[src/rtl/fifo_rd_stream_if.sv]
// fifo_rd_stream_if: valid/ready stream carrying drained FIFO words downstream.
interface fifo_rd_stream_if #(
   parameter int G_DATAWIDTH = 32
);
   logic                   m_tvalid;
   logic                   m_tready;
   logic [G_DATAWIDTH-1:0] m_tdata;

   modport master (output m_tvalid, output m_tdata, input m_tready);
   modport slave  (input m_tvalid, input m_tdata, output m_tready);
endinterface

[src/rtl/fifo_rd_stream.sv]
// fifo_rd_stream: drains a non-FWFT FIFO read port into a valid/ready stream through a skid buffer.
// Define FIFO_RD_STREAM_CNT_EN to build the accepted-beat counter; otherwise beat_cnt is tied to zero.
module fifo_rd_stream #(
   parameter int G_DATAWIDTH = 32,
   parameter int G_RDLATENCY = 1
) (
   input  logic                   clk,
   input  logic                   resetn,
   input  logic                   flush,
   input  logic                   fifo_empty,
   input  logic [G_DATAWIDTH-1:0] fifo_dout,
   output logic                   fifo_rd_en,
   fifo_rd_stream_if.master       m_axis,
   output logic [31:0]            beat_cnt
);
   localparam int G_DEPTH = G_RDLATENCY + 1;
   localparam int G_CNTW  = $clog2(G_DEPTH + 1);
   localparam int G_PTRW  = $clog2(G_DEPTH);
   localparam logic [G_CNTW:0]   C_DEPTH = (G_CNTW + 1)'(G_DEPTH);
   localparam logic [G_PTRW-1:0] C_LAST  = G_PTRW'(G_DEPTH - 1);

   logic [G_RDLATENCY-1:0] rv_sr;
   logic [G_CNTW-1:0]      inflight;
   logic [G_CNTW-1:0]      buf_cnt;
   logic [G_CNTW-1:0]      buf_cnt_nxt;
   logic [G_CNTW:0]        credit_used;
   logic [G_PTRW-1:0]      head;
   logic [G_PTRW-1:0]      tail;
   logic [G_DATAWIDTH-1:0] mem [G_DEPTH];
   logic                   tvalid_q;
   logic                   pop;
   logic                   ret;

   function automatic logic [G_PTRW-1:0] ptr_inc(input logic [G_PTRW-1:0] p);
      return (p == C_LAST) ? '0 : p + G_PTRW'(1);
   endfunction

   assign pop = tvalid_q & m_axis.m_tready;
   assign ret = rv_sr[G_RDLATENCY-1];

   // Credit covers words already buffered plus words still in the read pipe, so
   // a read is only issued when its return is guaranteed a free slot.
   assign credit_used = {1'b0, buf_cnt} + {1'b0, inflight} - (G_CNTW + 1)'(pop);
   assign fifo_rd_en  = resetn & ~fifo_empty & ~flush & (credit_used < C_DEPTH);
   assign buf_cnt_nxt = buf_cnt + G_CNTW'(ret) - G_CNTW'(pop);

   always_ff @(posedge clk or negedge resetn) begin
      if (!resetn) begin
         rv_sr    <= '0;
         inflight <= '0;
         buf_cnt  <= '0;
         head     <= '0;
         tail     <= '0;
         tvalid_q <= 1'b0;
      end else if (flush) begin
         rv_sr    <= '0;
         inflight <= '0;
         buf_cnt  <= '0;
         head     <= '0;
         tail     <= '0;
         tvalid_q <= 1'b0;
      end else begin
         rv_sr    <= (rv_sr << 1) | G_RDLATENCY'(fifo_rd_en);
         inflight <= inflight + G_CNTW'(fifo_rd_en) - G_CNTW'(ret);
         buf_cnt  <= buf_cnt_nxt;
         tvalid_q <= (buf_cnt_nxt != '0);
         if (ret) tail <= ptr_inc(tail);
         if (pop) head <= ptr_inc(head);
      end
   end

   always_ff @(posedge clk or negedge resetn) begin
      if (!resetn) begin
         for (int unsigned i = 0; i < G_DEPTH; i++) mem[i] <= '0;
      end else if (ret && !flush) begin
         mem[tail] <= fifo_dout;
      end
   end

   assign m_axis.m_tvalid = tvalid_q;
   assign m_axis.m_tdata  = mem[head];

`ifdef FIFO_RD_STREAM_CNT_EN
   always_ff @(posedge clk or negedge resetn) begin
      if (!resetn)  beat_cnt <= '0;
      else if (pop) beat_cnt <= beat_cnt + 32'd1;
   end
`else
   assign beat_cnt = '0;
`endif
endmodule

[src/flat_wrapper.sv]
// flat-port wrapper written by rule: the top's interface ports become plain ports
module fifo_rd_stream_flat 
#(
   parameter int G_DATAWIDTH = 32,
   parameter int G_RDLATENCY = 1
)
  (clk, resetn, flush, fifo_empty, fifo_dout, fifo_rd_en, beat_cnt, m_axis_m_tvalid, m_axis_m_tdata, m_axis_m_tready);
  fifo_rd_stream_if #(.G_DATAWIDTH(G_DATAWIDTH)) m_axis_i ();
  input  logic clk;
  input  logic resetn;
  input  logic flush;
  input  logic fifo_empty;
  input  logic [G_DATAWIDTH-1:0] fifo_dout;
  output logic fifo_rd_en;
  output logic [31:0] beat_cnt;
  output wire logic [$bits(m_axis_i.m_tvalid)-1:0] m_axis_m_tvalid;
  output wire logic [$bits(m_axis_i.m_tdata)-1:0] m_axis_m_tdata;
  input wire logic [$bits(m_axis_i.m_tready)-1:0] m_axis_m_tready;
  assign m_axis_m_tvalid = m_axis_i.m_tvalid;
  assign m_axis_m_tdata = m_axis_i.m_tdata;
  assign m_axis_i.m_tready = m_axis_m_tready;
  fifo_rd_stream #(.G_DATAWIDTH(G_DATAWIDTH), .G_RDLATENCY(G_RDLATENCY)) u_core (.clk(clk), .resetn(resetn), .flush(flush), .fifo_empty(fifo_empty), .fifo_dout(fifo_dout), .fifo_rd_en(fifo_rd_en), .m_axis(m_axis_i), .beat_cnt(beat_cnt));
endmodule
[config.mk]
export PLATFORM = sky130hd
export DESIGN_NAME = fifo_rd_stream_flat
export DESIGN_NICKNAME = d
export VERILOG_FILES = /design/src/rtl/fifo_rd_stream_if.sv /design/src/rtl/fifo_rd_stream.sv /design/src/flat_wrapper.sv
export SDC_FILE = /design/constraint.sdc
export NUM_CORES = 1
export LEC_CHECK = 0
export CAP_MARGIN = 10
export CORE_UTILIZATION = 43
export DETAILED_ROUTE_END_ITERATION = 8
export PLACE_DENSITY = 0.77
export SYNTH_ARGS = -nofsm -noshare
export SYNTH_HDL_FRONTEND = slang
export SYNTH_SLANG_ARGS = --single-unit
[constraint.sdc]
create_clock -name clk -period 2.5 [get_ports clk]
set_clock_uncertainty 0.05 [all_clocks]
set_input_delay 0.375 -clock clk [delete_from_list [all_inputs] [get_ports clk]]
set_output_delay 0.375 -clock clk [all_outputs]
set_load 0.005 [all_outputs]
## After elaboration in Yosys (flattened, before gate mapping)

Index checks and enable logic that the tools add are counted.

- Reduce and logical (&&, ||, !) cells: 6
- Muxes and demuxes: 16
- $lt $le $gt $ge: 4
- Add/subtract/negate cells: 8
- Bitwise gates (word level): 8

Operators with widths:

| kind | count |
|---|---|
| two-way mux 32 bit | 4 |
| bitwise mux 64 bit | 1 |
| demux 32 bit (select 1 bit) | 1 |
| two-way mux 1 bit | 8 |
| nonzero test 2 bit | 3 |
| adder 2 x 1 -> 2 bit | 2 |
| AND 1 bit | 4 |
| greater-or-equal comparator 2 bit (second input constant) | 2 |
| two-way mux 2 bit | 2 |
| NOT 1 -> 2 bit | 2 |
| subtractor 2 x 1 -> 2 bit | 2 |
| adder 2 x 2 -> 3 bit | 1 |
| less-than comparator 3 x 2 -> 1 bit (second input constant) | 1 |
| subtractor 3 x 1 -> 3 bit | 1 |
| adder 1 bit (second input constant) | 2 |
| logical AND 1 bit | 2 |
| less-than comparator 2 x 1 -> 1 bit (second input constant) | 1 |
| NOT 1 bit | 2 |
| zero test 1 bit | 1 |

- Input port bits: 37
- Bits in registers: 72
- Word-level logic and storage cells: 50

## Depth between registers and ports, before layout

Gate-level depths: netlist of run 1.

- Word-level depth: 7
- Gate-level depth with buffers: 13
- Mapped depth without buffers: 13

## Worst setup path after synthesis of run 1

OpenSTA, ideal clock, no wires.

- Path type: register -> register
- Start: register u_core.tvalid_q (netlist: u_core.m_axis.m_tvalid)
- End: register u_core.inflight[1]
- Clock period less this slack: 2,688 ps
- Arrival time: 2,519 ps
- Path slack: -188 ps
- Buffers on the path: 0
- Stages on the path, launching flop included: 14
- Required time: 2,331 ps
- Path through: dfrtp_1 nand2_1 nor2_1 o21ai_0 fa_1 nand2_1 nor4_1 inv_1 ha_1 inv_1 ha_1 xor2_1 xnor2_1 nor2_1

- Longest elaborated chain between the ends: 7

Ends and longest elaborated chain:

| what | line | RTL |
|---|---|---|
| from (decl) | fifo_rd_stream.sv:30 | `logic tvalid_q;` |
| from (signal assigned) | fifo_rd_stream.sv:66 | `tvalid_q <= (buf_cnt_nxt != '0);` |
| AND 1 bit | fifo_rd_stream.sv:38 | `assign pop = tvalid_q & m_axis.m_tready;` |
| subtractor 3 x 1 -> 3 bit | fifo_rd_stream.sv:43 | `assign credit_used = {1'b0, buf_cnt} + {1'b0, inflight} - (G_CNTW + 1)'(pop);` |
| less-than comparator 3 x 2 -> 1 bit | fifo_rd_stream.sv:44 | `assign fifo_rd_en = resetn & ~fifo_empty & ~flush & (credit_used < C_DEPTH);` |
| AND 1 bit | fifo_rd_stream.sv:44 |  |
| named net fifo_rd_en | flat_wrapper.sv:14 | `output logic fifo_rd_en;` |
| adder 2 x 1 -> 2 bit | fifo_rd_stream.sv:64 | `inflight <= inflight + G_CNTW'(fifo_rd_en) - G_CNTW'(ret);` |
| subtractor 2 x 1 -> 2 bit | fifo_rd_stream.sv:64 |  |
| two-way mux 2 bit | fifo_rd_stream.sv:55 | `end else if (flush) begin` |
| to (signal assigned) | fifo_rd_stream.sv:64 |  |
| to (decl) | fifo_rd_stream.sv:23 | `logic [G_CNTW-1:0] inflight;` |

The timed path passes the listed nets, and every way through them passes these cells.
A chain may end at the register's enable or synchronous reset.

## Worst setup path in the final report of run 1

- Start: register u_core.tvalid_q (netlist: u_core.m_axis.m_tvalid)
- End: register u_core.inflight[1]

- Longest elaborated chain between the ends: 7

Ends and longest elaborated chain:

| what | line |
|---|---|
| AND 1 bit | fifo_rd_stream.sv:38 |
| subtractor 3 x 1 -> 3 bit | fifo_rd_stream.sv:43 |
| less-than comparator 3 x 2 -> 1 bit | fifo_rd_stream.sv:44 |
| AND 1 bit | fifo_rd_stream.sv:44 |
| adder 2 x 1 -> 2 bit | fifo_rd_stream.sv:64 |
| subtractor 2 x 1 -> 2 bit | fifo_rd_stream.sv:64 |
| two-way mux 2 bit | fifo_rd_stream.sv:55 |

Every way passes these cells.

==> results of run 1 <==
## synth_stat cells
| master | instances |
|---|---|
| buf_2 | 6 |
| dfrtp_1 | 72 |
| nand3b_1 | 2 |
| ha_1 | 4 |
| and2_1 | 1 |
| nor4_1 | 2 |
| mux2_1 | 4 |
| clkbuf_1 | 1 |
| nor2_1 | 6 |
| inv_1 | 5 |
| xnor2_1 | 5 |
| o21ai_0 | 1 |
| buf_4 | 32 |
| a21oi_1 | 1 |
| buf_6 | 4 |
| fa_1 | 1 |
| nor2b_1 | 1 |
| conb_1 | 1 |
| xor2_1 | 2 |
| mux2_2 | 92 |
| nor3b_4 | 1 |
| nand2_1 | 4 |
## per-layer routing
layer  vias to the layer above  global-route usage, %  share of wire (%)
met5                         -                      0                  0
met2                        67                  26.38                 49
met4                         0                  7.552                2.0
met3                        11                  3.731                5.1
met1                      1027                  19.60                 44
li1                        970                      -                  -
## through the flow
stage / cell area (um2) / setup slack, ps
after floorplan: 3597 / -92.29
after global placement: 4214 / -562.2
after detailed placement: 4214 / -589.1
after CTS: 4478 / -107.8
after global routing: 4537 / -243.1
final: 4537 / -119.0
## critical path: stages (launching register included)
cell and delay [ps]:
dfrtp_1 400, nand2_2 110, nor2_4 60, buf_6 110, fa_1 550, nand2_2 70
nor4_4 280, inv_1 70, ha_1 280, inv_2 70, ha_4 130, xor2_2 150
xnor2_1 130, nor2_1 50
## sequential cells by signal, indices dropped and copies added, names as in the netlist
name and flops:
u_core.head 1, u_core.inflight 2, u_core.m_axis.m_tvalid 1, u_core.tail 1, u_core.buf_cnt 2, u_core.mem 64
u_core.ret 1
## cells by family (layout without fill, tap and decap cells)
logic type / count (synthesis) / after routing / synth area share [%]
buf+inv: 48 / 113 / 9.758
other cells: 1 / 32 / 0.1083
simple gates: 17 / 17 / 2.783
xor+xnor: 7 / 7 / 1.771
mux: 96 / 96 / 31.22
compound gates: 2 / 2 / 0.2888
fa+ha+maj: 5 / 5 / 2.024
flops: 72 / 72 / 52.04
## worst max path at each step
stage                           start                  to  slack [ps]  cells after the start
5_1_grt        u_core.m_axis.m_tvalid  u_core.inflight[1]        -240                     13
6_report       u_core.m_axis.m_tvalid  u_core.inflight[1]        -120                     13
4_1_cts            u_core.inflight[1]  u_core.inflight[1]        -110                     12
3_3_place_gp          m_axis_m_tready  u_core.inflight[1]        -560                     14
3_5_place_dp          m_axis_m_tready  u_core.inflight[1]        -590                     14
2_1_floorplan      u_core.inflight[1]  u_core.inflight[1]         -90                     12
## area by class of cell
cell class	count	area (um2)
fill	633	3231
clock inverter	5	57.56
timing repair buffer	93	880.8
sequential	72	1802
clock buffer	10	137.6
multi-input combinational	159	1513
inverter	5	18.77
tap	102	127.6
## power by group through the flow
stage / clock network (uW) / logic, uW / registers (uW)
floorplan: 0 / 1050 / 1820
global placement: 0 / 1790 / 1860
detailed placement: 0 / 1820 / 1890
CTS: 940 / 1920 / 1870
global route: 976 / 2170 / 1930
finish: 906 / 1990 / 1870
## timing repair
item                                    CTS  global route
pin swaps                                 6             3
setup buffers                             9             1
endpoints found under the setup margin    3             4
resized for setup                         3            13
hold buffers                              0             0
==> run_results.csv, run 1 <==
group,metric,value,unit
synth,syn-instance-count,248,
global_routing,grt_pass1_wl,10.36,mm
placement,hpwlAfterDp,4.062,mm
power_and_ir_drop,power_leakage,0.002086,uW
global_routing,grt_pass1_vias,2230,
routing,wire_per_inst,14.01,um
clocking,clkSinkCount,72,
sta,finalCritPeriodShare,104.8,%
setup_path,path_class,"flop to flop",
power_and_ir_drop,swShare,26.98,%
clocking,clock-root-buffer,"clkbuf_8",
global_routing,antenna_found_initial,0,
synth,ys_top_cells_by_area,"dfrtp_1, mux2_2, buf_4, ha_1, buf_6",
synth,synth_cell_types,22,
power_and_ir_drop,total_power,4769,uW
setup_path,crit_required,2670,ps
floorplanning,fp-row-count,32,
setup_path,critPathCaptureType,"flop",
clocking,htree_num_levels,3,
synth,synth_area_leader_cell,"dfrtp_1",
clocking,clock_latency,330,ps
sta,max_slew_margin,39.58,%
power_and_ir_drop,seqPwrFrac,39.2,%
synth,synth-seq-cells,72,
floorplanning,die_x,91.73,um
routing,first_pass_iters,2,
setup_path,startpoint_type,"flop",
routing,via_per_inst,4.652,
power_and_ir_drop,p_switching,1287,uW
outcome,violations,"setup timing",
placement,io_buffers,70,
sta,clock.fmax,0.3818,GHz
routing,vias,2075,
setup_path,crit_fanout,3,
power_and_ir_drop,power.density,1051,nW/um2
clocking,cts-buffers-inserted,9,
clocking,cts_tree,"yes",
synth,yosysSeqAreaShare,52.04,%
finish,syn_to_final_growth,31.04,%
sta,finalSetupViolCount,2,
setup_path,r2r_slack,-120,ps
sta,drv_slew,0,
routing,ant_nets,0,
sta,setup_ws,-119.0,ps
power_and_ir_drop,power.internal,3483,uW
sta,min_period,2619,ps
global_routing,grt-ovfl-total,0,
sta,grt_setup_unrepaired,"yes",
placement,dp_cells,421,
finish,layout_commonest_cell,"mux2_2",
setup_path,rr_endpoint,"u_core.inflight[1]",
synth,yosys_warnings,0,
clocking,clk_pin_slew,80,ps
routing,drc_errors,0,
clocking,cts_buffer_depth,2,
power_and_ir_drop,ir_drop,0.4839,mV
floorplanning,dieArea,8414,um2
global_routing,grt_max_degree,73,
finish,diodes,0,
floorplanning,start_util,44.57,%
hold_path,hold_path_class,"input pin to async pin",
setup_path,r2r.worst_path.cells,13,
finish,fin_nets,382,
placement,place.gp.congestion,0.7134,
power_and_ir_drop,p_clk_share,19.0,%
setup_path,cp.arrival,2790,ps
power_and_ir_drop,power_frac_comb,41.8,%
sta,worstMarginPinSlew,906.3,ps
global_routing,track_usage,15.90,%
synth,syn_area,3462,um2
sta,fin_tns_setup,-121.6,ps
synth,synth_area_per_cell,13.96,um2
outcome,status,"finished, violations left",
finish,utilization,58.41,%
run,cap_violations,0,
routing,drt-total-wl,6.250,mm
floorplanning,ios,103,
synth,netlist.area_leader.share,52.04,%
sta,final_hold_viol_count,0,
finish,drive_gt1_share,41.86,%
routing,drtIter0Drc,23,
floorplanning,core_region_area,7767,um2
finish,fin_cells,446,
floorplanning,die_h,91.73,um
setup_path,r2r_start,"u_core.m_axis.m_tvalid",
sta,hold_slack,237.2,ps
finish,layout_common_cells,"mux2_2, dfrtp_1, clkdlybuf4s50_1",
Note: power is estimated with default switching activity, not from simulation.
==> inputs of run 2 (changes only) <==
--- a/config.mk
+++ b/config.mk
@@ -9,6 +9,8 @@
 export CORE_UTILIZATION = 43
 export DETAILED_ROUTE_END_ITERATION = 8
 export PLACE_DENSITY = 0.77
+export SKIP_LAST_GASP = 1
+export SLEW_MARGIN = 5
 export SYNTH_ARGS = -nofsm -noshare
 export SYNTH_HDL_FRONTEND = slang
 export SYNTH_SLANG_ARGS = --single-unit
==> results of run 2 <==
Same layout as run 1: the final DEF is identical, and so are final timing and power.
==> inputs of run 3 (changes only) <==
--- a/config.mk
+++ b/config.mk
@@ -5,9 +5,10 @@
 export SDC_FILE = /design/constraint.sdc
 export NUM_CORES = 1
 export LEC_CHECK = 0
-export CAP_MARGIN = 10
+export CAP_MARGIN = 40
 export CORE_UTILIZATION = 43
 export DETAILED_ROUTE_END_ITERATION = 8
+export MAX_ROUTING_LAYER = met4
 export PLACE_DENSITY = 0.77
 export SKIP_LAST_GASP = 1
 export SLEW_MARGIN = 5
==> run 3 against run 2 <==
Compared with the run above: the run still ends with setup timing left; non-clock buffer count decreased by 5; global-route usage increased by 0.73 points; total power increased by 3.7%; critical path type unchanged; register-to-register slack got worse by 30 ps; count of clock-buffer cells in the layout increased by 1; sequential share of layout area decreased by 0.26 points; sequential power about the same; flip-flop and latch count unchanged; largest power group unchanged; worst hold slack got worse by 180 ps; core utilization increased by 0.39 points; critical path depth decreased by 1; worst setup slack got worse by 26 ps.
==> run_results.csv, run 3 (synthesized netlist as in run 1, its figures left out) <==
group,metric,value,unit
global_routing,grt_max_degree,42,
power_and_ir_drop,power.density,1083,nW/um2
setup_path,critPathCaptureType,"flop",
placement,hpwlAfterDp,4.208,mm
clocking,cts_tree,"yes",
clocking,clock-root-buffer,"clkbuf_8",
routing,wire_per_inst,14.18,um
clocking,htree_num_levels,3,
placement,place.gp.congestion,0.7216,
outcome,violations,"setup timing",
setup_path,crit_required,2680,ps
finish,utilization,58.80,%
finish,fin_nets,377,
sta,finalCritPeriodShare,105.8,%
finish,syn_to_final_growth,31.91,%
setup_path,path_class,"flop to flop",
sta,min_period,2645,ps
sta,grt_setup_unrepaired,"yes",
routing,first_pass_iters,3,
clocking,cts-buffers-inserted,9,
clocking,clkSinkCount,72,
routing,via_per_inst,4.670,
placement,preCtsSetupSlack,-581.3,ps
sta,finalSetupViolCount,1,
finish,layout_common_cells,"mux2_2, dfrtp_1, clkdlybuf4s50_1",
outcome,status,"finished, violations left",
power_and_ir_drop,ir_drop,0.4129,mV
sta,hold_slack,54.97,ps
routing,ant_nets,0,
clocking,clk_pin_slew,70,ps
finish,diodes,0,
sta,final_hold_viol_count,0,
power_and_ir_drop,power_leakage,0.002101,uW
placement,io_buffers,70,
floorplanning,dieArea,8414,um2
power_and_ir_drop,total_power,4947,uW
sta,clock.fmax,0.3781,GHz
finish,largestRegisters,"u_core.mem x64, u_core.buf_cnt x2, u_core.inflight x2",
floorplanning,fp-row-count,32,
finish,regMostFlops,"u_core.mem",
floorplanning,start_util,44.57,%
sta,setup_ws,-145.1,ps
clocking,cts_buffer_depth,2,
finish,largest_reg_flops,64,
global_routing,grt_pass1_wl,10.48,mm
finish,fillerInstances,646,
global_routing,grt-ovfl-total,0,
floorplanning,ios,103,
setup_path,crit_fanout,2,
global_routing,antenna_found_initial,0,
floorplanning,die_h,91.73,um
routing,drc_errors,0,
placement,dp_cells,422,
setup_path,cp.arrival,2820,ps
run,cap_violations,0,
hold_path,hold_path_class,"input pin to async pin",
setup_path,startpoint_type,"flop",
finish,fin_cells,442,
sta,drv_slew,0,
floorplanning,core_region_area,7767,um2
clocking,clock_latency,340,ps
global_routing,grt_pass1_vias,2203,
finish,drive_gt1_share,41.76,%
routing,drt-total-wl,6.269,mm
finish,layout_commonest_cell,"mux2_2",
global_routing,track_usage,16.63,%
floorplanning,die_x,91.73,um
routing,drtIter0Drc,32,
routing,vias,2064,
==> run 3: cell count changes in the layout (fill, tap and decap cells not counted), sizes merged <==
cell	previous run	this run
clkinvlp	3	1
bufinv	1	3
clkbuf	10	11
buf	25	20
==> run 3: report_power, final <==
part	internal (uW)	total (uW)	switching, uW	leakage [uW]
clock network	716	1140	425	0.000126
registers	1640	1870	235	0.000938
logic	1310	1940	622	0.00104
==> run 3: stage by stage <==
step	TNS, ps	cell area (um2)
final	-145.1	4567
after detailed placement	-1518	4234
after global placement	-1488	4214
after CTS	-202.1	4508
after floorplan	-92.29	3597
after global routing	-399.3	4567
==> run 3: final timing paths <==
| check | startpoint | end | slack, ps | depth (start not counted) |
|---|---|---|---|---|
| min in group clk | u_core.mem[49] | u_core.mem[49] | 440 | 1 |
| max in group asynchronous | resetn | u_core.mem[22] | 1800 | 3 |
| setup reg to reg | u_core.inflight[1] | u_core.inflight[1] | -150 | 12 |
| setup / recovery | u_core.inflight[1] | u_core.inflight[1] | -150 | 12 |
| hold / removal | resetn | u_core.mem[49] | 50 | 2 |
| hold reg to reg | u_core.mem[49] | u_core.mem[49] | 440 | 1 |
==> run 3: critical path: stages (launching register included) <==
cell     delay (ps)
dfrtp_1         400
inv_2            70
ha_4            200
fa_1            540
nand2_2          80
nor4_4          280
inv_1            70
ha_1            280
inv_2            40
ha_4            150
xor2_2          170
xnor2_1         150
nor2_1           50
==> run 3: final cells by class <==
cell class / count / area (um2) / share of cell area, %
Sequential cell: 72 / 1802 / 39.45
Inverter: 5 / 18.77 / 0.4110
Timing Repair Buffer: 88 / 852.1 / 18.66
Clock inverter: 5 / 102.6 / 2.247
Multi-Input combinational cell: 159 / 1513 / 33.12
Tap cell: 102 / 127.6 / 2.795
Clock buffer: 11 / 151.4 / 3.315
==> run 3: per-layer routing <==
metal / vias to the layer above / global-route usage [%] / wire length, um
met5: - / - / 0
met4: 0 / 6.120 / 56
met3: 5 / 3.980 / 302
met2: 62 / 26.50 / 3071
met1: 1040 / 20.72 / 2838
li1: 957 / - / -
==> run 3: repair_timing <==
| action | in CTS | in global routing |
|---|---|---|
| resized for setup | 2 | 15 |
| buffers inserted | 3 | 1 |
| hold buffers | 0 | 0 |
| setup endpoints to repair | 3 | 3 |
| pin swaps | 7 | 7 |
